==> config.mk <==
export PLATFORM = sky130hd
export DESIGN_NAME = vec_mem_addr_seq
export DESIGN_NICKNAME = d
export VERILOG_FILES = /design/src/rtl/vpu_pkg.sv /design/src/rtl/vpu_imm_ext.sv /design/src/rtl/vec_mem_addr_seq.sv
export SDC_FILE = /design/constraint.sdc
export NUM_CORES = 1
export LEC_CHECK = 0
export ABC_AREA = 1
export BUFFER_PORTS_ARGS = -buffer_cell sky130_fd_sc_hd__buf_2
export CORE_ASPECT_RATIO = 1.5
export CORE_UTILIZATION = 29
export DETAILED_ROUTE_END_ITERATION = 16
export GPL_TIMING_DRIVEN = 0
export PLACE_DENSITY_LB_ADDON = 0.08
export SLEW_MARGIN = 20
export SYNTH_ARGS = -nofsm -noshare
export SYNTH_HDL_FRONTEND = slang
export SYNTH_SLANG_ARGS = --single-unit
export TNS_END_PERCENT = 30
==> constraint.sdc <==
create_clock -name Clk -period 7.1 [get_ports Clk]
set_clock_uncertainty 0.05 [all_clocks]
set_input_delay 1.065 -clock Clk [delete_from_list [all_inputs] [get_ports Clk]]
set_output_delay 1.065 -clock Clk [all_outputs]
set_load 0.01 [all_outputs]
==> src/rtl/vpu_pkg.sv <==
// Shared constants and state encoding for the VPU load/store address sequencer.
package vpu_pkg;

  localparam logic [6:0] OPC_VLOAD  = 7'b0000111;
  localparam logic [6:0] OPC_VSTORE = 7'b0100111;

  localparam int VLMAX_DEF = 8;

  typedef enum logic [1:0] {
    ST_IDLE = 2'd0,
    ST_GEN  = 2'd1,
    ST_FIN  = 2'd2
  } state_t;

endpackage

==> src/rtl/vpu_imm_ext.sv <==
// I-type / S-type 12-bit immediate extraction with sign extension to 32 bits.
module vpu_imm_ext (
  input  logic [31:0] instr,
  input  logic        imm_sel,
  output logic [31:0] imm
);

  logic [11:0] imm12;
  logic        unused_fields;

  // Bits [19:12] (rs1/funct3) carry no immediate information in either format.
  assign unused_fields = ^instr[19:12];

  assign imm12 = imm_sel ? {instr[31:25], instr[11:7]} : instr[31:20];
  assign imm   = {{20{imm12[11]}}, imm12};

endmodule

==> src/rtl/vec_mem_addr_seq.sv <==
// Vector load/store address sequencer: one strided element address per handshake.
//   state   | meaning
//   ST_IDLE | ready for a new instruction
//   ST_GEN  | presenting element addresses
//   ST_FIN  | one-cycle completion pulse
module vec_mem_addr_seq
  import vpu_pkg::*;
#(
  parameter int VLMAX  = VLMAX_DEF,
  parameter int ADDR_W = 32,
  parameter int CNT_W  = $clog2(VLMAX + 1)
) (
  input  logic              Clk,
  input  logic              Rst_n,
  input  logic              Instr_Valid,
  output logic              Instr_Ready,
  input  logic [31:0]       Instruction_Code,
  input  logic [ADDR_W-1:0] Base_Addr,
  input  logic [ADDR_W-1:0] Stride,
  input  logic [CNT_W-1:0]  Vl,
  output logic              Addr_Valid,
  input  logic              Addr_Ready,
  output logic [ADDR_W-1:0] Addr,
  output logic [CNT_W-1:0]  Elem_Idx,
  output logic              Is_Store,
  output logic              Last,
  output logic              Busy,
  output logic              Done,
  output logic              Illegal
);

  state_t            state, state_nxt;
  logic [6:0]        opcode;
  logic              imm_sel, legal, accept, handshake, last;
  logic [31:0]       imm32;
  logic [ADDR_W-1:0] ext_imm, add_a, add_b, sum;
  logic [ADDR_W-1:0] addr_q, stride_q;
  logic [CNT_W-1:0]  count_q, idx_q, vl_clamp;
  logic              is_store_q, illegal_q;

  assign opcode  = Instruction_Code[6:0];
  assign imm_sel = (opcode == OPC_VSTORE);
  assign legal   = (opcode == OPC_VLOAD) || imm_sel;

  vpu_imm_ext u_imm_ext (
    .instr   (Instruction_Code),
    .imm_sel (imm_sel),
    .imm     (imm32)
  );

  if (ADDR_W > 32) begin : g_imm_wide
    assign ext_imm = {{(ADDR_W-32){imm32[31]}}, imm32};
  end else begin : g_imm_narrow
    assign ext_imm = imm32[ADDR_W-1:0];
  end

  assign vl_clamp  = (Vl > CNT_W'(VLMAX)) ? CNT_W'(VLMAX) : Vl;
  assign accept    = Instr_Valid && (state == ST_IDLE);
  assign handshake = (state == ST_GEN) && Addr_Ready;
  assign last      = (state == ST_GEN) && (idx_q == count_q - CNT_W'(1));

  // Single adder: start address in IDLE, stride accumulate in GEN.
  assign add_a = (state == ST_IDLE) ? Base_Addr : addr_q;
  assign add_b = (state == ST_IDLE) ? ext_imm   : stride_q;
  assign sum   = add_a + add_b;

  always_ff @(posedge Clk or negedge Rst_n) begin
    if (!Rst_n) state <= ST_IDLE;
    else        state <= state_nxt;
  end

  always_comb begin
    state_nxt = state;
    case (state)
      ST_IDLE: if (accept && legal) state_nxt = (vl_clamp == '0) ? ST_FIN : ST_GEN;
      ST_GEN:  if (handshake && last) state_nxt = ST_FIN;
      ST_FIN:  state_nxt = ST_IDLE;
      default: state_nxt = ST_IDLE;
    endcase
  end

  always_ff @(posedge Clk or negedge Rst_n) begin
    if (!Rst_n) begin
      addr_q     <= '0;
      stride_q   <= '0;
      count_q    <= '0;
      idx_q      <= '0;
      is_store_q <= 1'b0;
      illegal_q  <= 1'b0;
    end else begin
      illegal_q <= accept && !legal;
      if (accept && legal) begin
        addr_q     <= sum;
        stride_q   <= Stride;
        count_q    <= vl_clamp;
        idx_q      <= '0;
        is_store_q <= imm_sel;
      end else if (handshake && !last) begin
        addr_q <= sum;
        idx_q  <= idx_q + CNT_W'(1);
      end
    end
  end

  assign Instr_Ready = (state == ST_IDLE);
  assign Addr_Valid  = (state == ST_GEN);
  assign Busy        = (state != ST_IDLE);
  assign Done        = (state == ST_FIN);
  assign Last        = last;
  assign Illegal     = illegal_q;
  assign Addr        = addr_q;
  assign Elem_Idx    = idx_q;
  assign Is_Store    = is_store_q;

endmodule

==> flow_summary.ini, run 1 <==
[status]
status = finished, violations left
violations = design-rule violations

[clocking]
cts.sinks = 76
cts-buffers-inserted = 9
post_cts.repair.setup_buffers = 0
clk_latency_ns = 0.36
clk_path_buf_depth = 2
htree_levels = 3
clockRootBuffer = clkbuf_16
cts_tree = built
cts.clk_slew.worst_paths_ns = 0.06
hold_buffers = 0
cts_resized = 0

[hold_path]
hold_class = flip-flop to flip-flop

[sta]
period_share = 0.554
rsz0062_at_grt = no
tightest_slew_ns = 0.803
fin_crit_ns = 3.93
finalHoldViolCount = 0
slew_headroom = 0.459
finalSetupViolCount = 0
fmax_mhz = 254
final-max-slew-violation-count = 0
tns_ns = 0

[worst_setup_path]
startpoint_type = input pin
setup.worst_path.class = input pin to flip-flop
crit_arrival_ns = 4.13
path_max_fanout = 6
reg2reg_slack_ns = 3.31
critPathRequiredTime_ns = 7.30
cp-end-kind = flip-flop

[global_route]
antenna_found_initial = 1
grt_pass1_wl_um = 33900
grt_usage = 0.207
grt_pass1_vias = 6315
grt_remaining_overflow = 0
grt_max_degree = 48

[floorplan]
dieWidth_um = 121
die_area_mm2 = 0.0220
rows = 65
core_area_mm2 = 0.0210
die_h_um = 181
io_pins = 147
start_util = 0.295

[synth]
syn-num-nets = 1167
synth_cell_types = 29
synthCells = 1029
syn-cell-area_mm2 = 0.00620
syn_area_per_cell_um2 = 6.02
yosysWarningCount = 0
synth-seq-cells = 76
yosysSeqAreaShare = 0.307

[layout]
drive_gt1_frac = 0.153
multi_input_area_mm2 = 0.00361
utilization = 0.360
fill_cells = 2504
nets = 1317
regArea_mm2 = 0.00190
syn2layout_area_growth_pct = 22.0
diodes = 0

[routing]
drtAntennaViolNets = 0
drt-total-wl_um = 21900
routed_via_density = 4.52
dr.pass1.iters = 11
wl_per_cell_um = 15.1
drc_errors = 2
routed-via-count = 6558
drt_iter0_markers = 283

[power]
p_leak_uw = 0.00457
irDropWorstVdd_uv = 144
powerDensity_mw_per_mm2 = 528

[place]
io_buffers = 138
gp_congestion = 0.857
dp_hpwl_um = 18200

[run]
maxCapViolations = 0
==> power breakdown <==
group,internal (µW),total (µW),switching (µW)
registers,568,676,108
clock network,308,517,209
logic,940,2800,1860
==> worst max-delay path, cell delays in order <==
cell and delay, ns:
buf_2 0.09, nor2_1 0.09, nand4_1 0.13, nor2_1 0.33, inv_1 0.15, o21ai_0 0.22, o21ai_0 0.13, ha_1 0.30
fa_1 0.51, nand3_1 0.12, nand3_1 0.17, nand3_1 0.12, nand3_1 0.21, or2_2 0.35, nand3_1 0.09, nand2_1 0.05
==> worst paths after layout <==
path,start,to,depth (start not counted)
hold reg to reg,stride_q[0]$_DFFE_PN0P_,stride_q[0]$_DFFE_PN0P_,2
min in group asynchronous,Rst_n,Addr[26]$_DFFE_PN0P_,1
hold / removal,stride_q[0]$_DFFE_PN0P_,stride_q[0]$_DFFE_PN0P_,2
setup reg to reg,state[1]$_DFFE_PN0P_,Addr[20]$_DFFE_PN0P_,14
max in group asynchronous,Rst_n,Addr[18]$_DFFE_PN0P_,2
setup / recovery,Instruction_Code[4],Addr[12]$_DFFE_PN0P_,16
==> per-stage QoR <==
step	cell area (µm²)	power [µW]	instances	hold WS (ns)	worst slack, ns
2_1_floorplan	6200	2630	1029	0.392	3.61
3_3_place_gp	7220	3500	1435	0.405	2.75
3_5_place_dp	7240	3510	1436	0.408	2.72
4_1_cts	7560	4050	1451	0.424	3.11
5_1_grt	7560	4450	1451	0.449	2.79
6_report	7560	3990	1451	0.419	3.17
==> cell usage after synthesis <==
| library cell | number | area share |
|---|---|---|
| inv_1 | 140 | 0.085 |
| a21oi_1 | 20 | 0.016 |
| nand3_2 | 1 | 0.0016 |
| nor2_4 | 1 | 0.0018 |
| and2_1 | 2 | 0.0020 |
| nand3_1 | 71 | 0.057 |
| nand2_1 | 465 | 0.28 |
| buf_6 | 4 | 0.0073 |
| or2_2 | 6 | 0.0061 |
| xnor2_1 | 5 | 0.0071 |
| o21ai_0 | 33 | 0.027 |
| nand3b_1 | 7 | 0.0085 |
| buf_1 | 2 | 0.0012 |
| ha_1 | 33 | 0.067 |
| nand4_1 | 8 | 0.0081 |
| inv_2 | 2 | 0.0012 |
| fa_1 | 1 | 0.0032 |
| nor2_2 | 1 | 0.0010 |
| a21o_1 | 1 | 0.0012 |
| nor2_1 | 94 | 0.057 |
| nand2_2 | 1 | 0.0010 |
| clkbuf_1 | 18 | 0.011 |
| xor2_1 | 12 | 0.017 |
| nor3_1 | 7 | 0.0057 |
| buf_2 | 6 | 0.0048 |
| o21ai_1 | 5 | 0.0040 |
| nor4_1 | 2 | 0.0020 |
| dfrtp_1 | 76 | 0.31 |
| o21ai_2 | 5 | 0.0071 |
==> routing by layer <==
layer  vias to the layer above  track usage  part of all wire
met3                        22       0.0297             0.036
met1                      2934        0.231              0.41
li1                       3451            -                 -
met5                         -            0           0.00046
met2                       149        0.390              0.53
met4                         2       0.0691             0.019
==> logic make-up (layout without fill, tap and decap cells) <==
kind of cell | Yosys count | after routing | synth area share
fa+ha+maj | 34 | 34 | 0.0699
xor+xnor | 17 | 17 | 0.0240
compound gates | 64 | 64 | 0.0551
buf+inv | 172 | 326 | 0.110
simple gates | 666 | 666 | 0.434
flops | 76 | 76 | 0.307
==> area by class of cell <==
class,instances,share of cell area
Buffer,30,0.0199
Clock buffer,9,0.0298
Clock inverter,6,0.0116
Inverter,142,0.0705
Multi-Input combinational cell,781,0.478
Sequential cell,76,0.252
Tap cell,268,0.0444
Timing Repair Buffer,139,0.0944
==> registers in the layout, summed over array words and instances, names as in the netlist <==
name      cells
Illegal       1
Is_Store      1
Addr         32
count_q       4
stride_q     32
state         2
Elem_Idx      4
==> cell usage in the layout (no fill, tap or decap), types with 4 or more instances in the layout <==
cell type,count
o21ai_1,5
nor2_1,94
buf_2,143
clkbuf_1,18
xnor2_1,5
buf_6,4
or2_2,6
o21ai_0,33
nand4_1,8
o21ai_2,5
nand3_1,71
clkbuf_16,9
a21oi_1,20
xor2_1,12
nand3b_1,7
nand2_1,465
nor3_1,7
inv_1,140
ha_1,33
dfrtp_1,76
No activity file was read; power rests on OpenSTA's default activity.
==> inputs of run 2 (changes only) <==
- ABC_AREA: 1 -> 0
- clock period: 7.1 -> 3.23 ns (I/O delays scaled with it)
==> flow_summary.ini, run 2 <==
[routing]
wl_per_cell_um = 16.4
drt-total-wl_um = 18900
routed-wl-met2_um = 9880
dr.pass1.iters = 4
routed_via_density = 4.82
drt_iter0_markers = 240
drc_errors = 0
routed-via-count = 5553
top_layer_used = met4
dr_wl_met3_um = 804
wl_met1_um = 7610
drtAntennaViolNets = 0

[layout]
multi_input_area_mm2 = 0.00386
fill_cells = 1972
utilization = 0.416
final_common_cell = nand2_1
syn2layout_area_growth_pct = 40.8
nets = 1032
regArea_mm2 = 0.00190
drive_gt1_frac = 0.333
layout_common_cells = nand2_1 (269), buf_2 (140), dfrtp_1 (76), o21ai_0 (43), buf_4 (36)

[synth]
synthCells = 717
synth_top_area_share = 0.347
ys.flop_type = dfrtp_1
yosysWarningCount = 0
synth_edf_count = 0
syn-cell-area_mm2 = 0.00548
synth-seq-cells = 76
yosysMostFrequentCell = nand2_1
synth.cells.most_frequent = nand2_1 (279), dfrtp_1 (76), o21ai_0 (52)
yosys-top-cells-area = dfrtp_1 (35%), nand2_1 (19%), ha_1 (7.5%)
synth-async-reset-ratio = 1.00
yosysSeqAreaShare = 0.347
syn-num-nets = 855
syn_area_per_cell_um2 = 7.64
synth_cell_types = 54
synth_top_area_cell = dfrtp_1

[clocking]
htree_levels = 3
hold_buffers = 0
cts.sinks = 76
cts_tree = built
cts-buffers-inserted = 9
clockRootBuffer = clkbuf_16
clk_latency_ns = 0.35
clk_path_buf_depth = 2
cts.clk_slew.worst_paths_ns = 0.07

[global_route]
grt_remaining_overflow = 0
grt_pass1_vias = 5518
grt_usage = 0.197
grt_pass1_wl_um = 29200
grt_max_degree = 53
antenna_found_initial = 1

[sta]
tns_ns = -0.622
period_share = 1.06
fmax_mhz = 293
fin_crit_ns = 3.41
finalHoldViolCount = 0
setup_slack_ns = -0.184
finalSetupViolCount = 7
slew_headroom = 0.576
final-max-slew-violation-count = 0
tightest_slew_ns = 0.635
rsz0062_at_grt = yes

[place]
gp_congestion = 0.889
dp_hpwl_um = 14300
io_buffers = 138

[worst_setup_path]
reg2reg_slack_ns = -0.17
setup.worst_path.class = input pin to flip-flop
crit_arrival_ns = 3.59
critPathRequiredTime_ns = 3.41
r2r-start = state[0]$_DFFE_PN0P_
startpoint_type = input pin
crit_end = Addr[31]$_DFFE_PN0P_
path_max_fanout = 5
r2r_end = Addr[31]$_DFFE_PN0P_
cp-startpoint = Instruction_Code[3]
reg2reg_depth = 14
cp-end-kind = flip-flop

[status]
violations = negative setup slack
status = finished, violations left

[floorplan]
core_area_mm2 = 0.0185
die_area_mm2 = 0.0194
die_h_um = 170
io_pins = 147
rows = 61
start_util = 0.295
dieWidth_um = 114

[power]
p_leak_uw = 0.00387
irDropWorstVdd_uv = 458
powerDensity_mw_per_mm2 = 1030

[hold_path]
hold_class = input pin to async pin

[run]
maxCapViolations = 0
## run 2: critical path: stages
cell	delay, ns
buf_6	0.09
nand4b_1	0.20
nor3_4	0.20
nand2_4	0.13
mux2i_4	0.22
o21ai_4	0.17
ha_4	0.23
a211oi_4	0.26
o21ai_4	0.13
a221oi_4	0.33
o211ai_2	0.16
o311ai_2	0.34
nand2_1	0.17
xnor2_1	0.16
a221o_1	0.32
## run 2: through the flow
stage          worst slack, ns  instances  instance area, µm²  hold WS, ns  total power [µW]
2_1_floorplan           -0.251        717                5510        0.139              4490
3_3_place_gp             -1.03       1107                6520        0.408              5670
3_5_place_dp             -1.01       1108                6550        0.382              5720
4_1_cts                 -0.256       1142                7470      0.00429              7640
5_1_grt                 -0.314       1151                7710       0.0140              8590
6_report                -0.184       1152                7710     0.000376              7970
## run 2: kinds of logic after synthesis
family	Yosys count	share of synthesized area
AOI/OAI and AO/OA	158	0.198
xor gates and xnor gates	36	0.0576
adders and majority gates	34	0.0791
buffers and inverters	48	0.0343
DFF	76	0.347
muxes	9	0.0171
and+or+nand+nor	356	0.267
## run 2: area by class of cell
type / instances / share of cell area
Tap cell: 252 / 0.0409
Inverter: 11 / 0.00600
Timing Repair Buffer: 175 / 0.131
Sequential cell: 76 / 0.247
Antenna cell: 1 / 0.000325
Buffer: 28 / 0.0308
Multi-Input combinational cell: 593 / 0.501
Clock buffer: 10 / 0.0310
Clock inverter: 6 / 0.0122
## run 2: worst min-delay path by stage
stage,start,end,slack (ns),cells after the start
2_1_floorplan,Rst_n,Addr[0]$_DFFE_PN0P_,0.14,0
3_3_place_gp,stride_q[4]$_DFFE_PN0P_,stride_q[4]$_DFFE_PN0P_,0.41,2
3_5_place_dp,Rst_n,Addr[17]$_DFFE_PN0P_,0.38,1
4_1_cts,Rst_n,Addr[12]$_DFFE_PN0P_,0.004,1
5_1_grt,Rst_n,Addr[12]$_DFFE_PN0P_,0.01,1
6_report,Rst_n,Addr[12]$_DFFE_PN0P_,0.0004,1
## run 2: timing repair
action	CTS	global route
pin swaps	36	42
setup buffers	26	11
cloned	0	0
resized for setup	99	37
endpoints found under the setup margin	25	17
## run 2: metal layers
| layer | vias up | GRT usage |
|---|---|---|
| li1 | 2772 | - |
| met2 | 143 | 0.359 |
| met1 | 2607 | 0.225 |
| met5 | - | 0 |
| met3 | 31 | 0.0363 |
| met4 | 0 | 0.0762 |
## run 2: where the power goes
part / switching (µW) / leakage [µW] / internal, µW
clock: 461 / 0.000160 / 707
combinational: 2930 / 0.00273 / 2380
sequential: 239 / 0.000980 / 1250
total: 3630 / 0.00387 / 4330
==> inputs of run 3 (changes only) <==
- CTS_BUF_LIST: default -> sky130_fd_sc_hd__clkbuf_4 sky130_fd_sc_hd__clkbuf_8
- SYNTH_HIERARCHICAL: default -> 1
==> flow_summary.ini, run 3 <==
[synth]
ys.flop_type = dfrtp_1
synth-seq-cells = 76
syn_area_per_cell_um2 = 8.94
yosys.area_share.simple = 0.176
synthXorXnorAreaFrac = 0.0566
synth.area.mux_share = 0.135
synth_top_area_cell = dfrtp_1
synth.cells.most_frequent = nand2_1 (139), dfrtp_1 (76), mux2_2 (67)
synth_top_family_by_area = simple AND/OR/NAND/NOR gates
synth_top_area_share = 0.332
yosysSeqAreaShare = 0.332
synthCells = 640
synth-async-reset-ratio = 1.00
synth_compound_area_frac = 0.157
syn-cell-area_mm2 = 0.00572
synth_edf_count = 0
yosysMostFrequentCell = nand2_1
synth_cell_types = 60
syn-num-nets = 778
yosys-top-cells-area = dfrtp_1 (33%), mux2_2 (13%), nand2_1 (9.1%)
yosys.area_share.adder = 0.0757
yosysWarningCount = 6

[sta]
setup_slack_ns = -0.604
finalSetupViolCount = 30
tightest_slew_ns = 0.599
fmax_mhz = 261
slew_headroom = 0.599
fin_crit_ns = 3.83
final-max-slew-violation-count = 0
rsz0062_at_grt = yes
period_share = 1.19
finalHoldViolCount = 0
hold_ws_ns = 0.244

[clocking]
cts-buffers-inserted = 9
clockRootBuffer = clkbuf_8
cts.sinks = 76
htree_levels = 3
clk_latency_ns = 0.38
clk_path_buf_depth = 2
cts.clk_slew.worst_paths_ns = 0.09
cts_tree = built

[layout]
final_common_cell = nand2_1
drive_gt1_frac = 0.458
layout_common_cells = nand2_1 (135), buf_2 (129), dfrtp_1 (76), mux2_2 (63), buf_4 (61)
syn2layout_area_growth_pct = 38.9
utilization = 0.413
diodes = 0
fill_cells = 2065
regArea_mm2 = 0.00190
multi_input_area_mm2 = 0.00392
nets = 961

[routing]
dr_wl_met3_um = 515
drt-total-wl_um = 18700
drc_errors = 0
routed-wl-met2_um = 10200
wl_met1_um = 7490
top_layer_used = met4
wl_per_cell_um = 17.3
routed_via_density = 4.79
drt_iter0_markers = 115
routed-via-count = 5187
drtAntennaViolNets = 0
dr.pass1.iters = 4

[global_route]
grt_max_degree = 49
grt_pass1_vias = 5368
antenna_found_initial = 0
grt_pass1_wl_um = 28700
grt_usage = 0.189
grt_remaining_overflow = 0

[run]
maxCapViolations = 0

[worst_setup_path]
crit_slowest_cell = mux2_4
path_max_fanout = 3
path_cells = buf_6 -> nand4b_1 -> nor3_2 -> and2_4 -> buf_6 -> mux2_4 -> mux2_4 -> buf_6 -> ha_4 -> a21oi_2 -> nand4b_1 -> a21boi_4 -> buf_6 -> buf_6 -> buf_6 -> a211oi_4 -> o41ai_4 -> o21ai_2 -> nor2_4 -> mux2i_1 -> a22o_1
cp-end-kind = flip-flop
startpoint_type = input pin
critPathMaxStageDelay_ns = 0.30
reg2reg_slack_ns = -0.52
critical_path.most_common_cell = buf_6
setup.worst_path.class = input pin to flip-flop
crit_arrival_ns = 4.10
critPathRequiredTime_ns = 3.49

[place]
gp_congestion = 0.836
dp_hpwl_um = 13600
io_buffers = 131

[status]
violations = negative setup slack
status = finished, violations left

[power]
powerDensity_mw_per_mm2 = 951
swShare = 0.447
pwr-share-comb = 0.709
seq_power_share = 0.196
p_leak_uw = 0.00389
irDropWorstVdd_uv = 344
switchingPower_uw = 3380
clkPwrFrac = 0.095
p_int_uw = 4180

[floorplan]
die_h_um = 174
die_area_mm2 = 0.0203
start_util = 0.297
io_pins = 147
dieWidth_um = 117
rows = 62
core_area_mm2 = 0.0192

[hold_path]
hold_class = input pin to flip-flop
==> run 3: cell count changes in the layout (fill, tap and decap cells not counted), sizes merged, moves of 6 or more <==
cell	before	now
buf	187	216
clkbuf	26	20
nor2	22	47
a21oi	34	43
nand2	279	139
mux2	3	67
o21ai	54	21
o211ai	7	1
==> run 3: cell families after synthesis <==
logic type,after synthesis
adders and majority gates,34
DFF,76
AOI/OAI and AO/OA,125
and+or+nand+nor,235
xor gates and xnor gates,37
muxes,69
buffers and inverters,64
==> run 3: worst paths after layout <==
path / cells after the start / to / start
worst min register to register: 2 / stride_q[22]$_DFFE_PN0P_ / stride_q[22]$_DFFE_PN0P_
worst min-delay path: 3 / stride_q[6]$_DFFE_PN0P_ / Stride[6]
worst max-delay path: 21 / Addr[29]$_DFFE_PN0P_ / Instruction_Code[3]
worst max register to register: 18 / Addr[29]$_DFFE_PN0P_ / state[0]$_DFFE_PN0P_
max in group asynchronous: 4 / Addr[15]$_DFFE_PN0P_ / Rst_n
min in group asynchronous: 2 / stride_q[4]$_DFFE_PN0P_ / Rst_n
==> run 3: area by class of cell <==
| cell class | instances | share of cell area |
|---|---|---|
| multi-input cells | 500 | 0.493 |
| flip-flops and latches | 76 | 0.239 |
| repair buffers | 175 | 0.136 |
| plain buffers | 52 | 0.0644 |
| well taps | 256 | 0.0403 |
| clock buffers | 11 | 0.0191 |
| inverters | 9 | 0.00425 |
| clock inverters | 4 | 0.00315 |
==> run 3: worst max-delay path, delay by kind of cell <==
family,cells,cell delay (ns)
AO/OA/AOI/OAI,6,0.91
adder cells (fa/ha/maj),1,0.25
buffers and inverters,6,0.62
multiplexers,3,0.82
AND/OR/NAND/NOR,5,0.99
==> run 3: power groups by stage <==
stage | combinational (µW) | sequential [µW] | clock (µW)
6_report | 5350 | 1480 | 718
5_1_grt | 5830 | 1530 | 780
4_1_cts | 4930 | 1490 | 743
3_5_place_dp | 4230 | 1500 | 0
3_3_place_gp | 4200 | 1500 | 0
2_1_floorplan | 3030 | 1560 | 0
==> run 3: per-stage QoR <==
step           setup slack, ns  total power (µW)  instance area [µm²]  setup TNS (ns)  instances
2_1_floorplan           -0.791              4590                 5760           -8.15        640
6_report                -0.604              7550                 7940           -9.14       1083
3_3_place_gp             -1.86              5700                 6730          -27.71       1027
3_5_place_dp             -1.90              5740                 6780          -28.77       1029
4_1_cts                 -0.677              7160                 7610           -9.71       1077
5_1_grt                 -0.719              8140                 7940          -15.31       1083
==> run 3: layer usage <==
layer | vias to the layer above | global-route usage
li1 | 2557 | -
met4 | 0 | 0.0754
met5 | - | 0
met1 | 2494 | 0.213
met3 | 30 | 0.0241
met2 | 106 | 0.348
==> run 3: repair_timing <==
action | in CTS | in global routing
hold buffers | 1 | 0
endpoints found under the hold margin | 1 | 0
gates resized for setup | 94 | 70
pin swaps | 38 | 24
endpoints found under the setup margin | 27 | 75
setup buffers | 32 | 9
